File: src/rtl/clk_div_pkg.sv
// Shared constants and helpers for the clock divider bank.
//   CNT_W_DEF       : default counter/divisor width
//   DEFAULT_DIV_DEF : default half-period divisor applied at reset
//   chan_idx_w()    : width of the channel-select field for n channels
package clk_div_pkg;

    localparam int unsigned CNT_W_DEF       = 32'd18;
    localparam int unsigned DEFAULT_DIV_DEF = 32'd208333;

    // A single-channel bank still needs a 1-bit select port.
    function automatic int unsigned chan_idx_w(input int unsigned n);
        int unsigned w;
        if (n > 32'd1) begin
            w = unsigned'($clog2(n));
        end else begin
            w = 32'd1;
        end
        return w;
    endfunction

endpackage

File: src/rtl/clk_div_channel.sv
// One divider channel: half-period counter, active and shadow divisor,
// pending flag, registered divided clock and rising-edge tick.
// Ports:
//   clk, reset_n : system clock, asynchronous active-low reset
//   en           : run enable (level); low holds the channel at phase 0
//   sync         : one-cycle restart strobe shared by all channels
//   wr_en        : shadow divisor write for this channel
//   wr_data      : new half-period divisor
//   out_clk      : divided clock (registered)
//   tick         : one-cycle pulse on each out_clk 0->1 (registered)
//   pending      : shadow divisor waiting to become active
module clk_div_channel #(
    parameter int unsigned CNT_W       = 32'd18,
    parameter int unsigned DEFAULT_DIV = 32'd208333
) (
    input  logic             clk,
    input  logic             reset_n,
    input  logic             en,
    input  logic             sync,
    input  logic             wr_en,
    input  logic [CNT_W-1:0] wr_data,
    output logic             out_clk,
    output logic             tick,
    output logic             pending
);

    localparam logic [CNT_W-1:0] ZERO    = {CNT_W{1'b0}};
    localparam logic [CNT_W-1:0] ONE     = {{(CNT_W-1){1'b0}}, 1'b1};
    localparam logic [CNT_W-1:0] DIV_RST = CNT_W'(DEFAULT_DIV);

    logic [CNT_W-1:0] cnt_r, div_r, shd_r;
    logic             pend_r, out_r, tick_r;

    logic [CNT_W-1:0] cnt_nxt_s, div_nxt_s, shd_nxt_s;
    logic             pend_nxt_s, out_nxt_s, tick_nxt_s;
    logic             restart_s, boundary_s, apply_s;

    // Next-state logic: restart/boundary/count, then shadow apply, then write.
    always_comb begin
        cnt_nxt_s  = cnt_r;
        div_nxt_s  = div_r;
        shd_nxt_s  = shd_r;
        pend_nxt_s = pend_r;
        out_nxt_s  = out_r;
        tick_nxt_s = 1'b0;
        apply_s    = 1'b0;

        // A zero divisor freezes the channel; div_r-1 wrap is irrelevant then.
        restart_s  = sync | ~en | (div_r == ZERO);
        boundary_s = (cnt_r == (div_r - ONE));

        if (restart_s) begin
            cnt_nxt_s = ZERO;
            out_nxt_s = 1'b0;
            apply_s   = pend_r;
        end else if (boundary_s) begin
            cnt_nxt_s  = ZERO;
            out_nxt_s  = ~out_r;
            tick_nxt_s = ~out_r;
            apply_s    = pend_r;
        end else begin
            cnt_nxt_s = cnt_r + ONE;
        end

        // Divisor only changes when the counter restarts, so no short half-period.
        if (apply_s) begin
            div_nxt_s  = shd_r;
            pend_nxt_s = 1'b0;
        end else begin
            div_nxt_s = div_r;
        end

        // A write in the same cycle as an apply lands in the shadow and stays pending.
        if (wr_en) begin
            shd_nxt_s  = wr_data;
            pend_nxt_s = 1'b1;
        end else begin
            shd_nxt_s = shd_r;
        end
    end

    // Channel state registers.
    always_ff @(posedge clk or negedge reset_n) begin
        if (!reset_n) begin
            cnt_r  <= ZERO;
            div_r  <= DIV_RST;
            shd_r  <= DIV_RST;
            pend_r <= 1'b0;
            out_r  <= 1'b0;
            tick_r <= 1'b0;
        end else begin
            cnt_r  <= cnt_nxt_s;
            div_r  <= div_nxt_s;
            shd_r  <= shd_nxt_s;
            pend_r <= pend_nxt_s;
            out_r  <= out_nxt_s;
            tick_r <= tick_nxt_s;
        end
    end

    assign out_clk = out_r;
    assign tick    = tick_r;
    assign pending = pend_r;

endmodule

File: src/rtl/clk_divider_bank.sv
// Multi-channel clock divider: NUM_CH independent divided clocks from clk,
// each with a runtime-programmable half-period divisor.
// Ports:
//   clk, reset_n : system clock, asynchronous active-low reset
//   en           : per-channel run enable
//   sync         : restart all channels in phase
//   wr_en        : divisor write strobe
//   wr_chan      : channel addressed by the write (out-of-range ignored)
//   wr_data      : new half-period divisor
//   out_clk      : divided clocks
//   tick         : one-cycle pulse per out_clk rising edge
//   pending      : shadow divisor written but not yet active
module clk_divider_bank
    import clk_div_pkg::*;
#(
    parameter int unsigned NUM_CH      = 32'd4,
    parameter int unsigned CNT_W       = CNT_W_DEF,
    parameter int unsigned DEFAULT_DIV = DEFAULT_DIV_DEF
) (
    input  logic                          clk,
    input  logic                          reset_n,
    input  logic [NUM_CH-1:0]             en,
    input  logic                          sync,
    input  logic                          wr_en,
    input  logic [chan_idx_w(NUM_CH)-1:0] wr_chan,
    input  logic [CNT_W-1:0]              wr_data,
    output logic [NUM_CH-1:0]             out_clk,
    output logic [NUM_CH-1:0]             tick,
    output logic [NUM_CH-1:0]             pending
);

    localparam int unsigned IDX_W = chan_idx_w(NUM_CH);

    for (genvar g = 0; g < NUM_CH; g++) begin : g_ch
        logic wr_hit_s;

        // Only indices below NUM_CH are generated, so out-of-range selects hit nothing.
        assign wr_hit_s = wr_en & (wr_chan == IDX_W'(g));

        clk_div_channel #(
            .CNT_W      (CNT_W),
            .DEFAULT_DIV(DEFAULT_DIV)
        ) u_ch (
            .clk    (clk),
            .reset_n(reset_n),
            .en     (en[g]),
            .sync   (sync),
            .wr_en  (wr_hit_s),
            .wr_data(wr_data),
            .out_clk(out_clk[g]),
            .tick   (tick[g]),
            .pending(pending[g])
        );
    end

endmodule

File: config.mk
export PLATFORM = sky130hd
export DESIGN_NAME = clk_divider_bank
export DESIGN_NICKNAME = d
export VERILOG_FILES = /design/src/rtl/clk_div_pkg.sv /design/src/rtl/clk_div_channel.sv /design/src/rtl/clk_divider_bank.sv
export SDC_FILE = /design/constraint.sdc
export NUM_CORES = 1
export LEC_CHECK = 0
export BUFFER_PORTS_ARGS = -buffer_cell sky130_fd_sc_hd__buf_2
export CORE_AREA = 2 2 179 129
export DETAILED_ROUTE_END_ITERATION = 6
export DIE_AREA = 0 0 181 131
export HOLD_SLACK_MARGIN = 0.03
export PLACE_DENSITY = 0.78
export REMOVE_ABC_BUFFERS = 1
export SYNTH_ARGS = -nofsm -noshare
export SYNTH_HDL_FRONTEND = slang
export SYNTH_SLANG_ARGS = --single-unit
File: constraint.sdc
create_clock -name clk -period 3.82 [get_ports clk]
set_input_delay 1.146 -clock clk [delete_from_list [all_inputs] [get_ports clk]]
set_output_delay 1.146 -clock clk [all_outputs]
set_load 0.05 [all_outputs]
# After elaboration in Yosys (flattened, before gate mapping)
# Cells that the tools add are included.
# Widths: inputs -> output; s select.
[word_totals]
ramBits = 0
in_bits = 28
register_bits = 228
elab_cells = 112
rom_bits = 0
output_inout_bits = 12
mem_count = 0
latch_bits = 0
[classes]
addsub = 8
magnitude_cmp = 0
n_reduce_logical = 13
div = 0
eq_ne = 7
n_mul = 0
n_bitwise = 20
mux = 40
shifts = 0
[ops]
columns = ["operator", "n"]
rows = [
  ["$mux 18", 8],
  ["$add 18x1->18 const B", 4],
  ["$eq 18x18->1", 4],
  ["$logic_not 18->1", 4],
  ["$sub 18x1->18 const B", 4],
  ["$mux 1", 32],
  ["$reduce_bool 2->1", 8],
  ["$not 1->1", 8],
  ["$or 1x1->1", 8],
  ["$and 1x1->1", 4],
  ["$eq 2x2->1 const B", 2],
  ["$eq 2x1->1 const B", 1],
  ["$logic_not 2->1", 1],
]

# Depth between registers and ports, before layout
[logic_depth]
word_depth = 6
mapped_depth = 13
mapped_depth_nobuf = 10

# Cells and area by module
# A second synthesis with hierarchy kept.
[unflattened]
cells_unflattened = 1182
hier_area_um2 = 12881.1
[modules_own_cells]
columns = ["mod", "seq_area_each_um2", "n_inst", "cells_per_inst", "area_each_um2"]
rows = [
  ["clk_div_channel (g_ch[1].u_ch ...)", 1453.9, 2, 275, 3134.3],
  ["clk_div_channel (g_ch[3].u_ch)", 1453.9, 1, 371, 3574.7],
  ["clk_div_channel (g_ch[0].u_ch)", 1453.9, 1, 257, 3000.4],
  ["clk_divider_bank", 0.0, 1, 4, 37.5],
]

# Worst setup path after synthesis
# Ideal clock, no wire load.
[synth_path]
kind = "register to register"
startpoint = "register g_ch[1].u_ch.div_r[1]"
endpoint = "register g_ch[1].u_ch.div_r[12]"
setup_ps = 125
synth_period_minus_slack_ps = 3470
n_path_buf = 2
stages_incl_launch_ff = 13
setup_slack_ps = 350
arrival_time_ps = 3345
required_time_ps = 3695
path_cell_list = "dfrtp_1 inv_1 ha_1 or4b_1 clkbuf_1 or4_1 mux2i_1 a211oi_1 nor3_1 and4_1 o21ai_2 buf_2 mux2_2"
[synth_between]
elab_chain_len = 4
elab_cells_between_ends = 6
cone_classes = "1 x add/sub; 1 x eq/ne; 2 x mux; 1 x bitwise; 1 x reduce/logical"
[synth_rtl]
columns = ["element", "line_no", "text"]
rows = [
  ["from (decl)", "clk_div_channel.sv:31", "logic [CNT_W-1:0] cnt_r, div_r, shd_r;"],
  ["from (signal assigned)", "clk_div_channel.sv:93", "div_r <= div_nxt_s;"],
  ["$sub 18x1->18", "clk_div_channel.sv:50", "boundary_s = (cnt_r == (div_r - ONE));"],
  ["$eq 18x18->1", "clk_div_channel.sv:50", ""],
  ["$mux 1", "clk_div_channel.sv:56", "end else if (boundary_s) begin"],
  ["$mux 1 *", "clk_div_channel.sv:52", "if (restart_s) begin"],
]
# Every way passes the cells marked *; elsewhere a longest branch is shown, timed or not.
# A chain may end at the register's enable or synchronous reset.

# Final worst setup path
[layout_path]
startpoint = "register g_ch[1].u_ch.div_r[1]"
endpoint = "register g_ch[1].u_ch.div_r[4]"
# Same word-level chain as after synthesis.

==> impl_summary.log <==
[metrics] area taken by flip-flops and latches: 0.00582 mm²
[metrics] crit path buf inv count: 2
[metrics] wire length on met3: around 1.0 mm
[metrics] initial core utilization: about 54%
[metrics] final hold vios: 0
[metrics] antenna viol nets, final: 0
[metrics] CP max stage delay: roughly 0.58 ns
[metrics] clock root buffer: clkbuf_16
[metrics] worst skew pair latency: around 0.5 ns
[metrics] share of power burned in the clock network: a little under a third
[metrics] share of total power in sequential cells: a little under half
[metrics] result of the run: completed
[metrics] via count of the first global-routing pass: approximately 7700
[metrics] count of cells along the worst hold path: 1
[metrics] global routing usage summed across all routing layers: about a fifth
[metrics] post-CTS resize count: 0
[metrics] count of warnings emitted by yosys: 0
[metrics] average wire per standard cell: around 17 µm
[metrics] number of synthesized register bits: between 200 and 250
[metrics] power density over cell area: ~590 mW/mm²
[metrics] largest fanout on the critical path: 18
[metrics] number of antenna violations at the first check in global routing: 1
[metrics] aggregate global routing overflow: 0
[metrics] number of buffers added for setup after CTS: 0
[metrics] CP delay by family, top: simple AND/OR/NAND/NOR gates
[metrics] final clock skew: approximately 0.0066 ns
[metrics] critical path startpoint category: register
[metrics] H-tree Lvls: 1
[metrics] pin count of the biggest net entering global routing: 78
[metrics] Setup Viol. Count Final: 0
[metrics] Multi-input gate area: approximately 0.0057 mm²
[metrics] final HPWL from detailed placement: approximately 17 mm
[metrics] post-route DRC violation count: 0
[metrics] cts bufs inserted: 22
[metrics] number of enable-type register cells in the synthesized netlist: 0
[metrics] number of port buffers: 39
[metrics] clock-pin slew on the worst setup and hold paths: 0.07 ns
[metrics] GP Congestion: approximately 0.85
[metrics] gate count of the mapped netlist: 1073
[metrics] total clock sinks: 228
[metrics] NumNets Final: 1138
[metrics] number of buffers between clock root and the deepest sink: 3
[metrics] internal portion of total power: 5430 µW
[metrics] share of flip-flops with an asynchronous set or reset after synthesis: 100%
[metrics] highest routed metal layer: met4
[metrics] number of unique standard cell types used by synthesis: 64
[metrics] actual slew at the worst max-slew pin: between 0.9 and 1 ns
[metrics] fill cell instance count of the final layout: around 1800
[metrics] accumulated negative setup slack: 0 ns
[metrics] detailed-route via count: 7972
[metrics] number of vias per cell after detailed routing: about 5.7
[metrics] commonest non-fill, non-tap cell in the layout: dfrtp_1
[metrics] crit-path cells: inv_1, ha_1, or4b_1, or4_1, mux2i_1, a211oi_1, nor3_1, and4_1, o21ai_2, buf_4, mux2_2
[metrics] post-route fraction of the period consumed by the critical path: around 92%
[metrics] Pre-antenna DRT Iters: 5
[metrics] Cell Area, Synth: roughly 0.012 mm²
[metrics] area of the die: about 0.024 mm²
[metrics] Slew HR: 35.9%
[metrics] number of stages on the worst setup path: 11
[metrics] crit path time final: between 3 and 4 ns
[metrics] wire length of the first global-routing pass: roughly 41 mm
[metrics] Top Ports: 40
[metrics] reported leakage power: 0.00542 µW
[metrics] arrival time of the worst setup path: slightly below 4 ns
[metrics] # diodes: 0
[metrics] kind of critical path: register to register
[metrics] number of pins exceeding their max-slew limit in the final report: 0
[metrics] share of final-layout standard cells stronger than drive strength 1: a little under a third
[metrics] highest ir drop seen on vdd: a little under 0.5 mV
[metrics] Critical Path Sink Type: register
[metrics] depth of the worst register-to-register path: 11
[metrics] class of the tightest hold or removal check: register to register
[metrics] clock tree from TritonCTS: done
[metrics] area inside the core boundary: around 0.022 mm²
[metrics] critical path required time: roughly 4.2 ns
[metrics] number of max-cap violations: 0
[metrics] met1 layer wirelength in the final routing: 12.2 mm
[metrics] commonest non-fill, non-tap cells in the layout: 140 x dfrtp_1, 133 x mux2_2, 109 x nor2_1, 93 x xnor2_1, 88 x dfstp_2
[metrics] Area growth, synth to finish: 10.1%
[metrics] NetSw: ~2300 µW
[metrics] hold_buf cts: 0
[metrics] width of the chip: around 180 µm
[metrics] Most used DFF post-synth: dfrtp_1
[metrics] Synth Area per Inst: 11.1 µm²
[metrics] proportion of power drawn by combinational gates: 22.9%
[metrics] final wirelength: between 20 and 25 mm
[metrics] routed length on met2: 10.7 mm
[metrics] Seq/Total Area, Yosys: between 40% and 50%
[metrics] cell with the biggest individual delay on the critical path: or4b_1
[metrics] fmax: ~0.29 GHz
[metrics] Net Sw Frac: between 20% and 30%
[metrics] DR iter-0 viols: around 540
[metrics] standard-cell row count: between 40 and 50
[metrics] Die Ht: approximately 130 µm
[metrics] final core utilization: about three fifths
[metrics] setup repair after global routing missed its margin: false
==> synthesized netlist by cell type (all sizes together) (21+ instances only) <==
master    n  area (µm²)
mux2    144        1660
nor2    109         409
dfrtp   140        3500
xnor2    93         815
dfstp    88        2310
nand2    48         180
clkbuf   24        90.1
nor3     27         135
nor4     21         150
xor2     66         578
and2     22         138
inv      26        97.6
and3     21         131
buf      24         175
nand3    46         230
==> flip-flops by register name, summed over array words and instances (netlist names) <==
register	flops
g_ch.u_ch.shd_r	72
g_ch.u_ch.cnt_r	72
g_ch.u_ch.tick	4
g_ch.u_ch.div_r	72
g_ch.u_ch.out_clk	4
g_ch.u_ch.pending	4
==> routing by layer <==
layer / vias up / GRT usage [%]
li1: 3793 / -
met1: 3987 / 31.9
met2: 166 / 33.0
met3: 26 / 2.88
met4: 0 / 3.63
met5: - / 0
==> power groups by stage <==
| stage | combinational [µW] | sequential (µW) | clock, µW |
|---|---|---|---|
| finish | 1770 | 3630 | 2340 |
| global placement | 1680 | 3630 | 0 |
| detailed placement | 1750 | 3660 | 0 |
| global route | 1960 | 3710 | 2500 |
| CTS | 1770 | 3620 | 2380 |
| floorplan | 1420 | 3470 | 0 |
==> metrics by stage <==
step	hold slack (ns)	worst slack, ns	cell area [µm²]	total power (µW)	std cells
4_1_cts	0.480	0.329	13100	7770	1405
5_1_grt	0.499	0.170	13100	8180	1405
3_5_place_dp	0.472	0.372	12300	5410	1366
2_1_floorplan	0.475	0.374	11600	4890	1025
3_3_place_gp	0.470	0.456	12300	5310	1366
6_report	0.473	0.314	13100	7740	1405
==> logic make-up after synthesis <==
logic type / synth area share [%]
AO/OA/AOI/OAI: 4.14
XOR/XNOR: 11.7
adder cells (fa/ha/maj): 0.840
buffers and inverters: 3.05
flip-flops: 48.8
multiplexers: 14.5
AND/OR/NAND/NOR: 16.9
==> cell type report <==
class	count	share of cell area (%)
clock inverters	8	1.07
multi-input cells	771	43.8
inverters	26	0.744
flip-flops and latches	228	44.4
well taps	288	2.75
repair buffers	53	2.46
clock buffers	31	4.85
==> final timing paths <==
| check | start | endpoint | slack (ns) |
|---|---|---|---|
| max in group asynchronous | reset_n | g_ch[0].u_ch.shd_r[3] | 2.43 |
| min in group asynchronous | reset_n | g_ch[2].u_ch.out_clk | 0.54 |
| hold / removal | g_ch[3].u_ch.out_clk | g_ch[3].u_ch.tick | 0.47 |
| hold reg to reg | g_ch[3].u_ch.out_clk | g_ch[3].u_ch.tick | 0.47 |
| setup / recovery | g_ch[1].u_ch.div_r[1] | g_ch[1].u_ch.div_r[4] | 0.31 |
| setup reg to reg | g_ch[1].u_ch.div_r[1] | g_ch[1].u_ch.div_r[4] | 0.31 |
Power figures use the tool's default switching activity.
